**src/rtl/i2s_pkg.sv**
```systemverilog
// Shared I2S definitions for the synthesizer output path.
// Slot/position types and word-select encoding used by the transmitter.
package i2s_pkg;

    localparam int DATA_BIT    = 16;
    localparam int FRAME_SLOTS = 32;

    typedef logic [4:0] pos_t;

    typedef enum logic {
        CH_LEFT  = 1'b0,
        CH_RIGHT = 1'b1
    } ch_e;

    localparam pos_t POS_LAST = pos_t'(FRAME_SLOTS - 1);

    // Word select leads the data by one bit: it reflects the slot after p.
    function automatic ch_e lr_for_pos(input pos_t p);
        pos_t n;
        n = p + 5'd1;
        return n[4] ? CH_RIGHT : CH_LEFT;
    endfunction

endpackage

```
**src/rtl/i2s_tx_stream_sclk_gen.sv**
```systemverilog
// Clock-enable bit-clock divider with registered SCLK.
// Emits single-cycle strobes on the cycle SCLK is registered high/low.
module sclk_gen #(
    parameter int BCLK_DIV = 4
) (
    input  logic i_clk,
    input  logic i_reset_n,
    input  logic en,
    output logic sclk,
    output logic rise_tick,
    output logic fall_tick
);

    localparam int CW = $clog2(BCLK_DIV);
    localparam logic [CW-1:0] TERM = CW'(BCLK_DIV - 1);

    logic [CW-1:0] cnt;
    logic          term;

    assign term      = en && (cnt == TERM);
    assign rise_tick = term && !sclk;
    assign fall_tick = term && sclk;

    always_ff @(posedge i_clk or negedge i_reset_n) begin
        if (!i_reset_n) begin
            cnt  <= '0;
            sclk <= 1'b0;
        end else if (!en) begin
            cnt  <= '0;
            sclk <= 1'b0;
        end else if (term) begin
            cnt  <= '0;
            sclk <= ~sclk;
        end else begin
            cnt <= cnt + 1'b1;
        end
    end

endmodule

```
**src/rtl/i2s_tx_stream.sv**
```systemverilog
// Mono I2S transmitter fed from a FWFT sample FIFO.
// Each popped sample is sent in both the left and right slots.
module i2s_tx_stream
    import i2s_pkg::*;
#(
    parameter int BCLK_DIV = 4
) (
    input  logic                i_clk,
    input  logic                i_reset_n,
    input  logic                i_en,
    input  logic                i_empty,
    input  logic [DATA_BIT-1:0] i_rd_data,
    output logic                o_rd_en,
    output logic                o_sclk,
    output logic                o_lrclk,
    output logic                o_sdata,
    output logic                o_underrun
);

    logic                  fall_tick;
    pos_t                  pos;
    logic [2*DATA_BIT-1:0] shift;
    logic [DATA_BIT-1:0]   sample;
    logic                  lrclk;
    logic                  rd_en;
    logic                  underrun;

    sclk_gen #(
        .BCLK_DIV(BCLK_DIV)
    ) u_sclk (
        .i_clk     (i_clk),
        .i_reset_n (i_reset_n),
        .en        (i_en),
        .sclk      (o_sclk),
        .rise_tick (),
        .fall_tick (fall_tick)
    );

    // An empty FIFO at frame start sends silence.
    always_comb begin
        sample = '0;
        if (!i_empty) begin
            sample = i_rd_data;
        end
    end

    always_ff @(posedge i_clk or negedge i_reset_n) begin
        if (!i_reset_n) begin
            pos      <= POS_LAST;
            shift    <= '0;
            lrclk    <= CH_LEFT;
            rd_en    <= 1'b0;
            underrun <= 1'b0;
        end else if (!i_en) begin
            pos      <= POS_LAST;
            shift    <= '0;
            lrclk    <= CH_LEFT;
            rd_en    <= 1'b0;
            underrun <= 1'b0;
        end else begin
            rd_en    <= 1'b0;
            underrun <= 1'b0;
            if (fall_tick) begin
                pos   <= pos + 5'd1;
                lrclk <= lr_for_pos(pos + 5'd1);
                if (pos == POS_LAST) begin
                    shift    <= {sample, sample};
                    rd_en    <= !i_empty;
                    underrun <= i_empty;
                end else begin
                    shift <= shift << 1;
                end
            end
        end
    end

    assign o_sdata    = shift[2*DATA_BIT-1];
    assign o_lrclk    = lrclk;
    assign o_rd_en    = rd_en;
    assign o_underrun = underrun;

endmodule

```
**config.mk**
```make
export PLATFORM = sky130hd
export DESIGN_NAME = i2s_tx_stream
export DESIGN_NICKNAME = d
export VERILOG_FILES = /design/src/rtl/i2s_pkg.sv /design/src/rtl/i2s_tx_stream_sclk_gen.sv /design/src/rtl/i2s_tx_stream.sv
export SDC_FILE = /design/constraint.sdc
export NUM_CORES = 1
export LEC_CHECK = 0
export ABC_CLOCK_PERIOD_IN_PS = 2400
export CAP_MARGIN = 40
export CORE_MARGIN = 1.5
export CORE_UTILIZATION = 33
export DETAILED_ROUTE_END_ITERATION = 16
export DONT_BUFFER_PORTS = 1
export PLACE_DENSITY_LB_ADDON = 0.1
export SYNTH_ARGS = -nofsm -noshare
export SYNTH_HDL_FRONTEND = slang
export SYNTH_SLANG_ARGS = --single-unit
```
**constraint.sdc**
```tcl
create_clock -name i_clk -period 2.4 [get_ports i_clk]
set_input_delay 0.36 -clock i_clk [delete_from_list [all_inputs] [get_ports i_clk]]
set_output_delay 0.36 -clock i_clk [all_outputs]
set_load 0.03 [all_outputs]
```
==> metrics.txt, run 1 <==
# TYPE chip_impl_metric gauge
chip_impl_metric{name="post_drt_via_cell_ratio",unit=""} 4.927
chip_impl_metric{name="final.setup.worst_slack",unit="ns"} 0.3764
chip_impl_metric{name="final_layout_net_count",unit=""} 248
chip_impl_metric{name="global_route.usage.total",unit="%"} 14.94
chip_impl_metric{name="synth_cell_types",unit=""} 32
chip_impl_metric{name="place.detailed.hpwl",unit="um"} 2834
chip_impl_metric{name="synth.avg_cell_area",unit="um^2"} 8.985
chip_impl_metric{name="maxSlewViolCount",unit=""} 0
chip_impl_info{name="setup.worst_path.end_class",value="flop"} 1
chip_impl_info{name="hold_class",value="in -> reg"} 1
chip_impl_metric{name="drt_first_pass_iters",unit=""} 4
chip_impl_metric{name="clock_sinks",unit=""} 43
chip_impl_metric{name="synthCells",unit=""} 226
chip_impl_metric{name="route.detailed.wl_per_inst",unit="um"} 14.54
chip_impl_metric{name="placeableCoreArea",unit="um^2"} 5921
chip_impl_metric{name="timing.max_slew.rel_slack",unit="%"} 72.13
chip_impl_metric{name="synthesized_netlist_net_count",unit=""} 250
chip_impl_metric{name="synth_enable_flop_cells",unit=""} 0
chip_impl_metric{name="crit_path_max_fanout",unit=""} 20
chip_impl_metric{name="overall_via_count_from_detail_route",unit=""} 1478
chip_impl_metric{name="die_x",unit="um"} 81.45
chip_impl_metric{name="diodes",unit=""} 0
chip_impl_metric{name="max_slew.worst_pin.slew",unit="ns"} 0.4180
chip_impl_metric{name="synth_async_sr_flop_share",unit="%"} 100.0
chip_impl_info{name="clock_tree.root_cell",value="clkbuf_8"} 1
chip_impl_metric{name="port-buffer-count",unit=""} 0
chip_impl_info{name="most_frequent_cells_after_synthesis",value="dfrtp_1, nand2_1, o21ai_1"} 1
chip_impl_info{name="ys_top_cells_by_area",value="dfrtp_1, o21ai_1, nand2_1"} 1
chip_impl_metric{name="path_clk_slew",unit="ns"} 0.08
chip_impl_metric{name="max-clock-path-buffers",unit=""} 2
chip_impl_metric{name="synth_top_area_share",unit="%"} 46.83
chip_impl_metric{name="postLayoutCoreUtil",unit="%"} 37.24
chip_impl_info{name="worst-setup-path-type",value="reg -> reg"} 1
chip_impl_metric{name="timing.critical_path.required",unit="ns"} 2.61
chip_impl_info{name="run_status",value="complete, no violations"} 1
chip_impl_metric{name="worst_clock_skew",unit="ns"} 0.003834
chip_impl_metric{name="dpl_cell_area",unit="um^2"} 2067
chip_impl_metric{name="finalCriticalPeriod",unit="ns"} 2.024
chip_impl_metric{name="syn-cell-area",unit="um^2"} 2031
chip_impl_info{name="synth-main-ff-cell",value="dfrtp_1"} 1
chip_impl_metric{name="fillCellCount",unit=""} 607
chip_impl_metric{name="seq_area_frac_synth",unit="%"} 53.30
chip_impl_info{name="slowest_stage",value="dfstp_2"} 1
chip_impl_metric{name="place.gp.congestion",unit=""} 0.7629
chip_impl_metric{name="start_util",unit="%"} 34.30
chip_impl_metric{name="max_cap_viol_count",unit=""} 0
chip_impl_metric{name="drc",unit=""} 0
chip_impl_metric{name="fmaxAchievable",unit="MHz"} 494.2
chip_impl_info{name="cp_cell_sequence",value="ha_1 > and3_1 > ha_1 > inv_2 > nor2_1 > a221oi_1 > nor3b_1"} 1
chip_impl_info{name="most_frequent_cell_after_synthesis",value="dfrtp_1"} 1
chip_impl_metric{name="ioPinCount",unit=""} 25
chip_impl_info{name="tritoncts",value="done"} 1
chip_impl_metric{name="floorplan.die.height",unit="um"} 81.45
chip_impl_metric{name="post_route_cells_drive_above_1_share",unit="%"} 8.000
chip_impl_metric{name="clock_insertion_delay_worst_skew",unit="ns"} 0.29
chip_impl_metric{name="yosys_warnings",unit=""} 0
chip_impl_metric{name="grt_start_max_net_pins",unit=""} 44
chip_impl_metric{name="cts_buffers",unit=""} 5
chip_impl_metric{name="num_rows",unit=""} 28
chip_impl_metric{name="finalSetupViolCount",unit=""} 0
chip_impl_metric{name="drt-initial-drc-count",unit=""} 41
chip_impl_metric{name="drt-total-wl",unit="um"} 4361
chip_impl_metric{name="grt_pass1_vias",unit=""} 1520
chip_impl_metric{name="cts_setup_buffers",unit=""} 0
chip_impl_metric{name="grt_antenna_before_repair",unit=""} 0
chip_impl_metric{name="finalHoldViolations",unit=""} 0
chip_impl_info{name="synth_largest_area_cell",value="dfrtp_1"} 1
chip_impl_metric{name="synth_seq_cells",unit=""} 43
chip_impl_metric{name="final_min_period_over_clock_period",unit="%"} 84.32
chip_impl_metric{name="antenna_violating_nets_post_route",unit=""} 0
chip_impl_metric{name="reg2reg_setup_slack",unit="ns"} 0.38
chip_impl_metric{name="synth_to_layout_area_growth",unit="%"} 8.564
chip_impl_metric{name="timing.setup.tns",unit="ns"} 0
chip_impl_metric{name="power-per-cell-area",unit="nW/um^2"} 599.3
chip_impl_metric{name="cellLeakagePower",unit="nW"} 1.038
chip_impl_metric{name="dpl_worst_slack",unit="ns"} 0.3442
chip_impl_metric{name="grt_pass1_wl",unit="um"} 7369
chip_impl_metric{name="global_route.overflow_total",unit=""} 0
chip_impl_info{name="grt_setup_unrepaired",value="no"} 1
chip_impl_metric{name="floorplan.die_area",unit="um^2"} 6633
chip_impl_metric{name="cp_data_arrival_time",unit="ns"} 2.23
chip_impl_metric{name="htree_levels",unit=""} 2
chip_impl_metric{name="postLayoutCellArea",unit="um^2"} 2205
chip_impl_info{name="crit_top_cell",value="ha_1"} 1
chip_impl_info{name="timing.critical_path.from_type",value="flop"} 1
chip_impl_metric{name="critical_path.max_stage_delay",unit="ns"} 0.57
chip_impl_metric{name="vdd_ir_drop_max",unit="mV"} 0.3138
report_power, final:
part | leakage [nW] | internal (mW) | switching [mW]
sequential | 0.581 | 0.733 | 0.00844
combinational | 0.405 | 0.0302 | 0.0517
clock | 0.0515 | 0.263 | 0.235
total | 1.04 | 1.03 | 0.295
layer usage:
metal / GRT usage, % / part of all wire, % / routed length, um / up-vias
met1: 19.71 / 49 / 2117 / 708
met2: 23.88 / 46 / 1994 / 19
met3: 3.667 / 4.6 / 199 / 5
li1: - / - / - / 746
met5: 0 / 0 / 0 / -
met4: 5.172 / 1.1 / 49 / 0
worst paths after layout:
kind	from	depth (start not counted)	endpoint
min in group asynchronous	i_reset_n	2	shift[9]$_DFFE_PN0P_
max in group asynchronous	i_reset_n	2	pos[4]$_DFFE_PN1P_
worst min-delay path	i_en	1	pos[2]$_DFFE_PN1P_
worst min register to register	u_sclk.cnt[0]$_DFF_PN0_	1	u_sclk.cnt[0]$_DFF_PN0_
worst max register to register	pos[0]$_DFFE_PN1P_	7	shift[16]$_DFFE_PN0P_
worst max-delay path	pos[0]$_DFFE_PN1P_	7	shift[16]$_DFFE_PN0P_
state kept, by name, summed over array words and instances, names as in the netlist:
register     count
o_lrclk          1
o_underrun       1
u_sclk.sclk      1
pos              5
o_rd_en          1
shift           32
u_sclk.cnt       2
cells by family after synthesis:
logic type / synth area share (%)
adders and majority gates: 2.465
buffers and inverters: 4.867
xor gates and xnor gates: 1.294
and+or+nand+nor: 21.20
AOI/OAI and AO/OA: 16.88
DFF: 53.30
through the flow:
stage               hold slack, ns  total power [mW]  instances
finish                      0.1052             1.321        300
global route               0.08548             1.394        300
CTS                        0.08633             1.353        300
detailed placement         0.06541            0.8180        290
global placement           0.06542            0.8189        290
floorplan                  0.06441            0.8142        226
repair_timing:
item                                   4_1_cts  5_1_grt
gates resized for setup                      0        0
hold buffers                                 2        0
endpoints found under the hold margin       43        0
layout make-up:
class	instances	area [um^2]	share of cell area [%]
Sequential cell	43	1082	49.09
Multi-Input combinational cell	165	849.6	38.54
Clock buffer	8	100.1	4.540
Tap cell	75	93.84	4.257
Timing Repair Buffer	6	67.56	3.065
Inverter	3	11.26	0.5108
cells in the final DEF (no fill, tap or decap), types with 2 or more instances in the layout:
cell,count
nor3_1,2
nand2b_1,3
clkbuf_8,7
nor3b_1,2
nand2_1,36
o21ai_1,35
nand3_1,2
buf_4,4
inv_1,2
and2_1,4
nor2b_1,12
ha_1,4
xor2_1,2
nor2_1,27
and3_1,5
a21oi_1,13
o21ai_0,9
dfrtp_1,38
dfstp_2,5
critical path, delay by kind of cell (launching register included):
| kind | cells | cell delay [ns] |
|---|---|---|
| DFF | 1 | 0.57 |
| AOI/OAI and AO/OA | 1 | 0.13 |
| adders and majority gates | 2 | 0.40 |
| and+or+nand+nor | 3 | 0.69 |
| buffers and inverters | 1 | 0.15 |
Power figures use the tool's default switching activity.
==> run 2, diff against run 1 <==
ABC_CLOCK_PERIOD_IN_PS = 2000   (was 2400)
clock period = 2 ns   (was 2.4 ns; I/O delays follow)
==> run 2 against run 1 <==
Sequential power grew 20%. Clock power grew 62%. Maximum frequency grew 9.9%. Final area up 2.7%. First-iteration DRC count up 78%. Sequential cell count unchanged. Setup slack lost 0.22 ns. Final cell count up 1.0%. Global-route usage increased by 0.70 points. Largest cell class unchanged.
==> metrics.txt, run 2 (same netlist as run 1, synthesis figures left out) <==
# TYPE chip_impl_metric gauge
chip_impl_metric{name="post_route_cells_drive_above_1_share",unit="%"} 9.649
chip_impl_metric{name="timing.max_slew.rel_slack",unit="%"} 69.27
chip_impl_metric{name="diodes",unit=""} 0
chip_impl_metric{name="power-per-cell-area",unit="nW/um^2"} 794.2
chip_impl_metric{name="worst_clock_skew",unit="ns"} 0.007466
chip_impl_metric{name="largest_register_ffs",unit=""} 32
chip_impl_metric{name="total_power",unit="mW"} 1.798
chip_impl_info{name="largestRegisters",value="shift: 32 flops, pos: 5 flops, u_sclk.cnt: 2 flops"} 1
chip_impl_metric{name="drt_first_pass_iters",unit=""} 4
chip_impl_info{name="grt_setup_unrepaired",value="no"} 1
chip_impl_info{name="layout.cells.most_common_list",value="dfrtp_1, nand2_1, o21ai_1"} 1
chip_impl_metric{name="clock_insertion_delay_worst_skew",unit="ns"} 0.30
chip_impl_metric{name="max_cap_viol_count",unit=""} 0
chip_impl_info{name="top_register",value="shift"} 1
chip_impl_metric{name="start_util",unit="%"} 34.30
chip_impl_metric{name="drt-initial-drc-count",unit=""} 73
chip_impl_metric{name="path_clk_slew",unit="ns"} 0.09
chip_impl_metric{name="placeableCoreArea",unit="um^2"} 5921
chip_impl_metric{name="global_route.usage.total",unit="%"} 15.64
chip_impl_metric{name="floorplan.die.height",unit="um"} 81.45
chip_impl_metric{name="route.detailed.wl_per_inst",unit="um"} 14.87
chip_impl_metric{name="fillCellCount",unit=""} 610
chip_impl_info{name="clock_tree.root_cell",value="clkbuf_8"} 1
chip_impl_metric{name="synth_to_layout_area_growth",unit="%"} 11.46
chip_impl_metric{name="maxSlewViolCount",unit=""} 0
chip_impl_metric{name="grt_pass1_vias",unit=""} 1546
chip_impl_metric{name="timing.setup.tns",unit="ns"} 0
chip_impl_metric{name="grt_antenna_before_repair",unit=""} 0
chip_impl_metric{name="global_route.overflow_total",unit=""} 0
chip_impl_metric{name="final_min_period_over_clock_period",unit="%"} 92.04
chip_impl_metric{name="clock_sinks",unit=""} 43
chip_impl_metric{name="finalSetupViolCount",unit=""} 0
chip_impl_metric{name="cp_data_arrival_time",unit="ns"} 2.02
chip_impl_metric{name="max_slew.worst_pin.slew",unit="ns"} 0.4610
chip_impl_metric{name="port-buffer-count",unit=""} 0
chip_impl_metric{name="die_x",unit="um"} 81.45
chip_impl_metric{name="place.gp.congestion",unit=""} 0.7805
chip_impl_metric{name="crit_path_max_fanout",unit=""} 11
chip_impl_metric{name="finalCriticalPeriod",unit="ns"} 1.841
chip_impl_info{name="timing.critical_path.from_type",value="flop"} 1
chip_impl_metric{name="grt_start_max_net_pins",unit=""} 44
chip_impl_info{name="setup.worst_path.end_class",value="flop"} 1
chip_impl_metric{name="ioPinCount",unit=""} 25
chip_impl_metric{name="dpl_cell_area",unit="um^2"} 2090
chip_impl_metric{name="max-clock-path-buffers",unit=""} 2
chip_impl_metric{name="drc",unit=""} 0
chip_impl_metric{name="place.detailed.hpwl",unit="um"} 2902
chip_impl_metric{name="timing.critical_path.required",unit="ns"} 2.18
chip_impl_metric{name="drt-total-wl",unit="um"} 4506
chip_impl_metric{name="post_drt_via_cell_ratio",unit=""} 4.904
chip_impl_info{name="layout_commonest_cell",value="dfrtp_1"} 1
chip_impl_metric{name="finalHoldViolations",unit=""} 0
chip_impl_metric{name="grt_pass1_wl",unit="um"} 7645
chip_impl_metric{name="postLayoutCellArea",unit="um^2"} 2263
chip_impl_info{name="worst-setup-path-type",value="reg -> reg"} 1
chip_impl_metric{name="htree_levels",unit=""} 2
chip_impl_metric{name="cts_buffers",unit=""} 5
chip_impl_info{name="tritoncts",value="done"} 1
chip_impl_info{name="hold_class",value="in -> reg"} 1
chip_impl_metric{name="cellLeakagePower",unit="nW"} 1.065
chip_impl_metric{name="overall_via_count_from_detail_route",unit=""} 1486
chip_impl_metric{name="antenna_violating_nets_post_route",unit=""} 0
chip_impl_metric{name="fmaxAchievable",unit="MHz"} 543.3
chip_impl_metric{name="vdd_ir_drop_max",unit="mV"} 0.4324
chip_impl_info{name="run_status",value="complete, no violations"} 1
chip_impl_metric{name="final_layout_net_count",unit=""} 251
chip_impl_metric{name="num_rows",unit=""} 28
chip_impl_metric{name="floorplan.die_area",unit="um^2"} 6633
==> run 2: cell types whose count changed in the layout (fill, tap and decap cells not counted) <==
cell / previous run / this run
clkinvlp_4: 0 / 1
clkbuf_8: 7 / 5
clkbuf_1: 1 / 0
buf_4: 4 / 7
bufinv_16: 0 / 2
==> run 2: per-stage QoR <==
stage	cells	hold WS, ns	utilization [%]	setup slack [ns]
2_1_floorplan	226	0.004409	-	0.1225
3_3_place_gp	293	0.005325	35.29	0.2144
3_5_place_dp	293	0.005263	35.29	0.1781
4_1_cts	303	0.02341	38.23	0.1633
5_1_grt	303	0.02057	38.23	0.007060
6_report	303	0.03639	38.23	0.1592
==> run 2: layout make-up <==
class | instances | area (um^2) | area share [%]
sequential | 43 | 1082 | 47.82
inverter | 3 | 11.26 | 0.4975
tap | 75 | 93.84 | 4.146
timing repair buffer | 9 | 90.09 | 3.980
multi-input combinational | 165 | 849.6 | 37.53
clock buffer | 5 | 68.82 | 3.040
clock inverter | 3 | 67.56 | 2.985
==> run 2: where the power goes <==
| group | total (mW) | switching (mW) | internal, mW | leakage (nW) |
|---|---|---|---|---|
| clock | 0.806 | 0.308 | 0.498 | 0.0644 |
| combinational | 0.102 | 0.0626 | 0.0393 | 0.420 |
| sequential | 0.890 | 0.0101 | 0.880 | 0.581 |
| total | 1.80 | 0.381 | 1.42 | 1.07 |
==> run 2: what timing repair did <==
item | 4_1_cts | 5_1_grt
setup buffers | 0 | 0
hold endpoints to repair | 43 | 0
hold buffers | 2 | 0
gates resized for setup | 0 | 0
==> run 2: layer usage <==
| layer | global-route usage, % | part of all wire (%) | vias to the layer above |
|---|---|---|---|
| li1 | - | - | 756 |
| met1 | 19.48 | 49 | 704 |
| met2 | 25.45 | 45 | 21 |
| met3 | 6.222 | 4.7 | 5 |
| met4 | 3.621 | 0.98 | 0 |
| met5 | 0 | 0 | - |
==> run 2: path summary, 6_finish.rpt <==
| check | slack (ns) | end | startpoint | depth (start not counted) |
|---|---|---|---|---|
| worst max-delay path | 0.16 | shift[25]$_DFFE_PN0P_ | pos[0]$_DFFE_PN1P_ | 7 |
| worst min-delay path | 0.04 | pos[0]$_DFFE_PN1P_ | i_en | 1 |
| worst max register to register | 0.16 | shift[25]$_DFFE_PN0P_ | pos[0]$_DFFE_PN1P_ | 7 |
| worst min register to register | 0.44 | u_sclk.cnt[0]$_DFF_PN0_ | u_sclk.cnt[0]$_DFF_PN0_ | 1 |
| max in group asynchronous | 1.23 | pos[2]$_DFFE_PN1P_ | i_reset_n | 2 |
| min in group asynchronous | 0.50 | shift[31]$_DFFE_PN0P_ | i_reset_n | 2 |
==> run 2: worst max-delay path, cell delays in order (launching register included) <==
cell and delay (ns):
dfstp_2 0.57, ha_1 0.16, and3_1 0.15, ha_1 0.17, inv_2 0.09, buf_4 0.19, o21ai_0 0.26, o21ai_1 0.11
==> run 3, diff against run 2 <==
SKIP_CTS_REPAIR_TIMING = 1   (was default)
==> run 3 against run 2 <==
Clock power hardly changed. Routed wire length increased by 0.18%. Via count down 0.20%. Sequential power is essentially flat. Global-route usage decreased by 0.14 points. Power about the same. Clock-buffer cell count stayed put. Setup slack better by 0.0042 ns. Register-to-register slack about the same. Final cell count stayed put. Critical path type unchanged. Highest routed layer unchanged.
==> metrics.txt, run 3 (same netlist as run 1, synthesis figures left out) <==
# TYPE chip_impl_metric gauge
chip_impl_metric{name="global_route.usage.total",unit="%"} 15.50
chip_impl_metric{name="finalSetupViolCount",unit=""} 0
chip_impl_info{name="crit_path_end",value="shift[25]$_DFFE_PN0P_"} 1
chip_impl_metric{name="worst_clock_skew",unit="ns"} 0.007461
chip_impl_info{name="setup.worst_path.end_class",value="flop"} 1
chip_impl_metric{name="final.setup.worst_slack",unit="ns"} 0.1635
chip_impl_metric{name="final_layout_net_count",unit=""} 251
chip_impl_metric{name="htree_levels",unit=""} 2
chip_impl_metric{name="route.detailed.wl_per_inst",unit="um"} 14.90
chip_impl_info{name="r2r_start",value="pos[0]$_DFFE_PN1P_"} 1
chip_impl_metric{name="antenna_violating_nets_post_route",unit=""} 0
chip_impl_metric{name="path_clk_slew",unit="ns"} 0.09
chip_impl_metric{name="finalCriticalPeriod",unit="ns"} 1.837
chip_impl_metric{name="postLayoutCoreUtil",unit="%"} 38.23
chip_impl_metric{name="grt_pass1_wl",unit="um"} 7583
chip_impl_metric{name="fillCellCount",unit=""} 610
chip_impl_info{name="run_status",value="complete, no violations"} 1
chip_impl_metric{name="max-clock-path-buffers",unit=""} 2
chip_impl_metric{name="multiInputGateArea",unit="um^2"} 849.6
chip_impl_metric{name="grt_start_max_net_pins",unit=""} 44
chip_impl_metric{name="clock_insertion_delay_worst_skew",unit="ns"} 0.30
chip_impl_info{name="layout_commonest_cell",value="dfrtp_1"} 1
chip_impl_metric{name="power-per-cell-area",unit="nW/um^2"} 794.3
chip_impl_metric{name="reg2reg_setup_slack",unit="ns"} 0.16
chip_impl_metric{name="seq_area",unit="um^2"} 1082
chip_impl_metric{name="num_rows",unit=""} 28
chip_impl_metric{name="timing.critical_path.required",unit="ns"} 2.18
chip_impl_metric{name="clock_sinks",unit=""} 43
chip_impl_metric{name="port-buffer-count",unit=""} 0
chip_impl_info{name="hold_class",value="in -> reg"} 1
chip_impl_info{name="worst-setup-path-type",value="reg -> reg"} 1
chip_impl_metric{name="max_slew.worst_pin.slew",unit="ns"} 0.4610
chip_impl_metric{name="grt_antenna_before_repair",unit=""} 0
chip_impl_metric{name="cts_buffers",unit=""} 5
chip_impl_metric{name="drt_first_pass_iters",unit=""} 4
chip_impl_metric{name="timing.setup.tns",unit="ns"} 0
chip_impl_metric{name="diodes",unit=""} 0
chip_impl_info{name="layout.cells.most_common_list",value="dfrtp_1, nand2_1, o21ai_1"} 1
chip_impl_metric{name="vdd_ir_drop_max",unit="mV"} 0.4324
chip_impl_metric{name="floorplan.die_area",unit="um^2"} 6633
chip_impl_metric{name="post_route_cells_drive_above_1_share",unit="%"} 9.649
chip_impl_metric{name="die_x",unit="um"} 81.45
chip_impl_info{name="tritoncts",value="done"} 1
chip_impl_metric{name="global_route.overflow_total",unit=""} 0
chip_impl_info{name="top_register",value="shift"} 1
chip_impl_metric{name="final_min_period_over_clock_period",unit="%"} 91.83
chip_impl_metric{name="drt-initial-drc-count",unit=""} 77
chip_impl_info{name="grt_setup_unrepaired",value="no"} 1
chip_impl_metric{name="finalHoldViolations",unit=""} 0
chip_impl_metric{name="cellLeakagePower",unit="nW"} 1.065
chip_impl_metric{name="r2r.worst_path.cells",unit=""} 7
chip_impl_metric{name="synth_to_layout_area_growth",unit="%"} 11.46
chip_impl_metric{name="max_cap_viol_count",unit=""} 0
chip_impl_metric{name="fmaxAchievable",unit="MHz"} 544.5
chip_impl_metric{name="start_util",unit="%"} 34.30
chip_impl_metric{name="post_drt_via_cell_ratio",unit=""} 4.894
chip_impl_metric{name="place.gp.congestion",unit=""} 0.7805
chip_impl_metric{name="maxSlewViolCount",unit=""} 0
chip_impl_metric{name="overall_via_count_from_detail_route",unit=""} 1483
chip_impl_metric{name="grt_pass1_vias",unit=""} 1527
chip_impl_info{name="worst_setup_path_startpoint",value="pos[0]$_DFFE_PN1P_"} 1
chip_impl_info{name="critical_path.reg2reg.endpoint",value="shift[25]$_DFFE_PN0P_"} 1
chip_impl_metric{name="drc",unit=""} 0
chip_impl_metric{name="floorplan.die.height",unit="um"} 81.45
chip_impl_metric{name="crit_path_max_fanout",unit=""} 11
chip_impl_metric{name="whs",unit="ns"} 0.03641
chip_impl_metric{name="timing.max_slew.rel_slack",unit="%"} 69.27
chip_impl_metric{name="drt-total-wl",unit="um"} 4514
chip_impl_info{name="timing.critical_path.from_type",value="flop"} 1
chip_impl_info{name="clock_tree.root_cell",value="clkbuf_8"} 1
chip_impl_metric{name="dpl_worst_slack",unit="ns"} 0.1781
chip_impl_info{name="largestRegisters",value="shift: 32 flops, pos: 5 flops, u_sclk.cnt: 2 flops"} 1
chip_impl_metric{name="cp_data_arrival_time",unit="ns"} 2.02
chip_impl_metric{name="largest_register_ffs",unit=""} 32
chip_impl_metric{name="ioPinCount",unit=""} 25
chip_impl_metric{name="placeableCoreArea",unit="um^2"} 5921
chip_impl_metric{name="place.detailed.hpwl",unit="um"} 2902
run 3: cell counts in the layout (fill, tap and decap cells not counted):
No cell type changed its count.
run 3: report_power, final:
| part | total, mW | internal (mW) | leakage, nW | switching, mW |
|---|---|---|---|---|
| clock network | 0.806 | 0.498 | 0.0644 | 0.308 |
| registers | 0.890 | 0.880 | 0.581 | 0.0101 |
| logic | 0.102 | 0.0393 | 0.420 | 0.0629 |
| total | 1.80 | 1.42 | 1.07 | 0.381 |
run 3: layout make-up:
| class | count | area share (%) |
|---|---|---|
| Sequential cell | 43 | 47.82 |
| Multi-Input combinational cell | 165 | 37.53 |
| Tap cell | 75 | 4.146 |
| Timing Repair Buffer | 9 | 3.980 |
| Clock buffer | 5 | 3.040 |
| Clock inverter | 3 | 2.985 |
| Inverter | 3 | 0.4975 |
run 3: how the worst min path moves through the flow:
stage / from / to / slack [ns] / depth (start not counted)
floorplan: i_reset_n / o_lrclk$_DFFE_PN0P_ / 0.004 / 0
global placement: i_reset_n / shift[31]$_DFFE_PN0P_ / 0.005 / 0
detailed placement: i_reset_n / shift[31]$_DFFE_PN0P_ / 0.005 / 0
CTS: i_reset_n / shift[31]$_DFFE_PN0P_ / -0.33 / 0
global route: i_en / pos[0]$_DFFE_PN1P_ / 0.02 / 1
finish: i_en / pos[0]$_DFFE_PN1P_ / 0.04 / 1
run 3: routing by layer:
metal,track usage [%],up-vias,part of all wire [%]
met1,19.62,699,49
met3,6.222,5,4.7
li1,-,758,-
met4,3.621,0,0.97
met5,0,-,0
met2,24.79,21,45
run 3: per-stage QoR:
| stage | cell area, um^2 | std cells | power, mW |
|---|---|---|---|
| floorplan | 2031 | 226 | 0.9771 |
| global placement | 2090 | 293 | 0.9862 |
| detailed placement | 2090 | 293 | 0.9850 |
| CTS | 2226 | 301 | 1.803 |
| global route | 2263 | 303 | 1.879 |
| finish | 2263 | 303 | 1.798 |
run 3: worst max-delay path, cell delays in order, from the launching register on:
cell and delay [ns]:
dfstp_2 0.57, ha_1 0.16, and3_1 0.15, ha_1 0.17, inv_2 0.09, buf_4 0.19, o21ai_0 0.26, o21ai_1 0.11
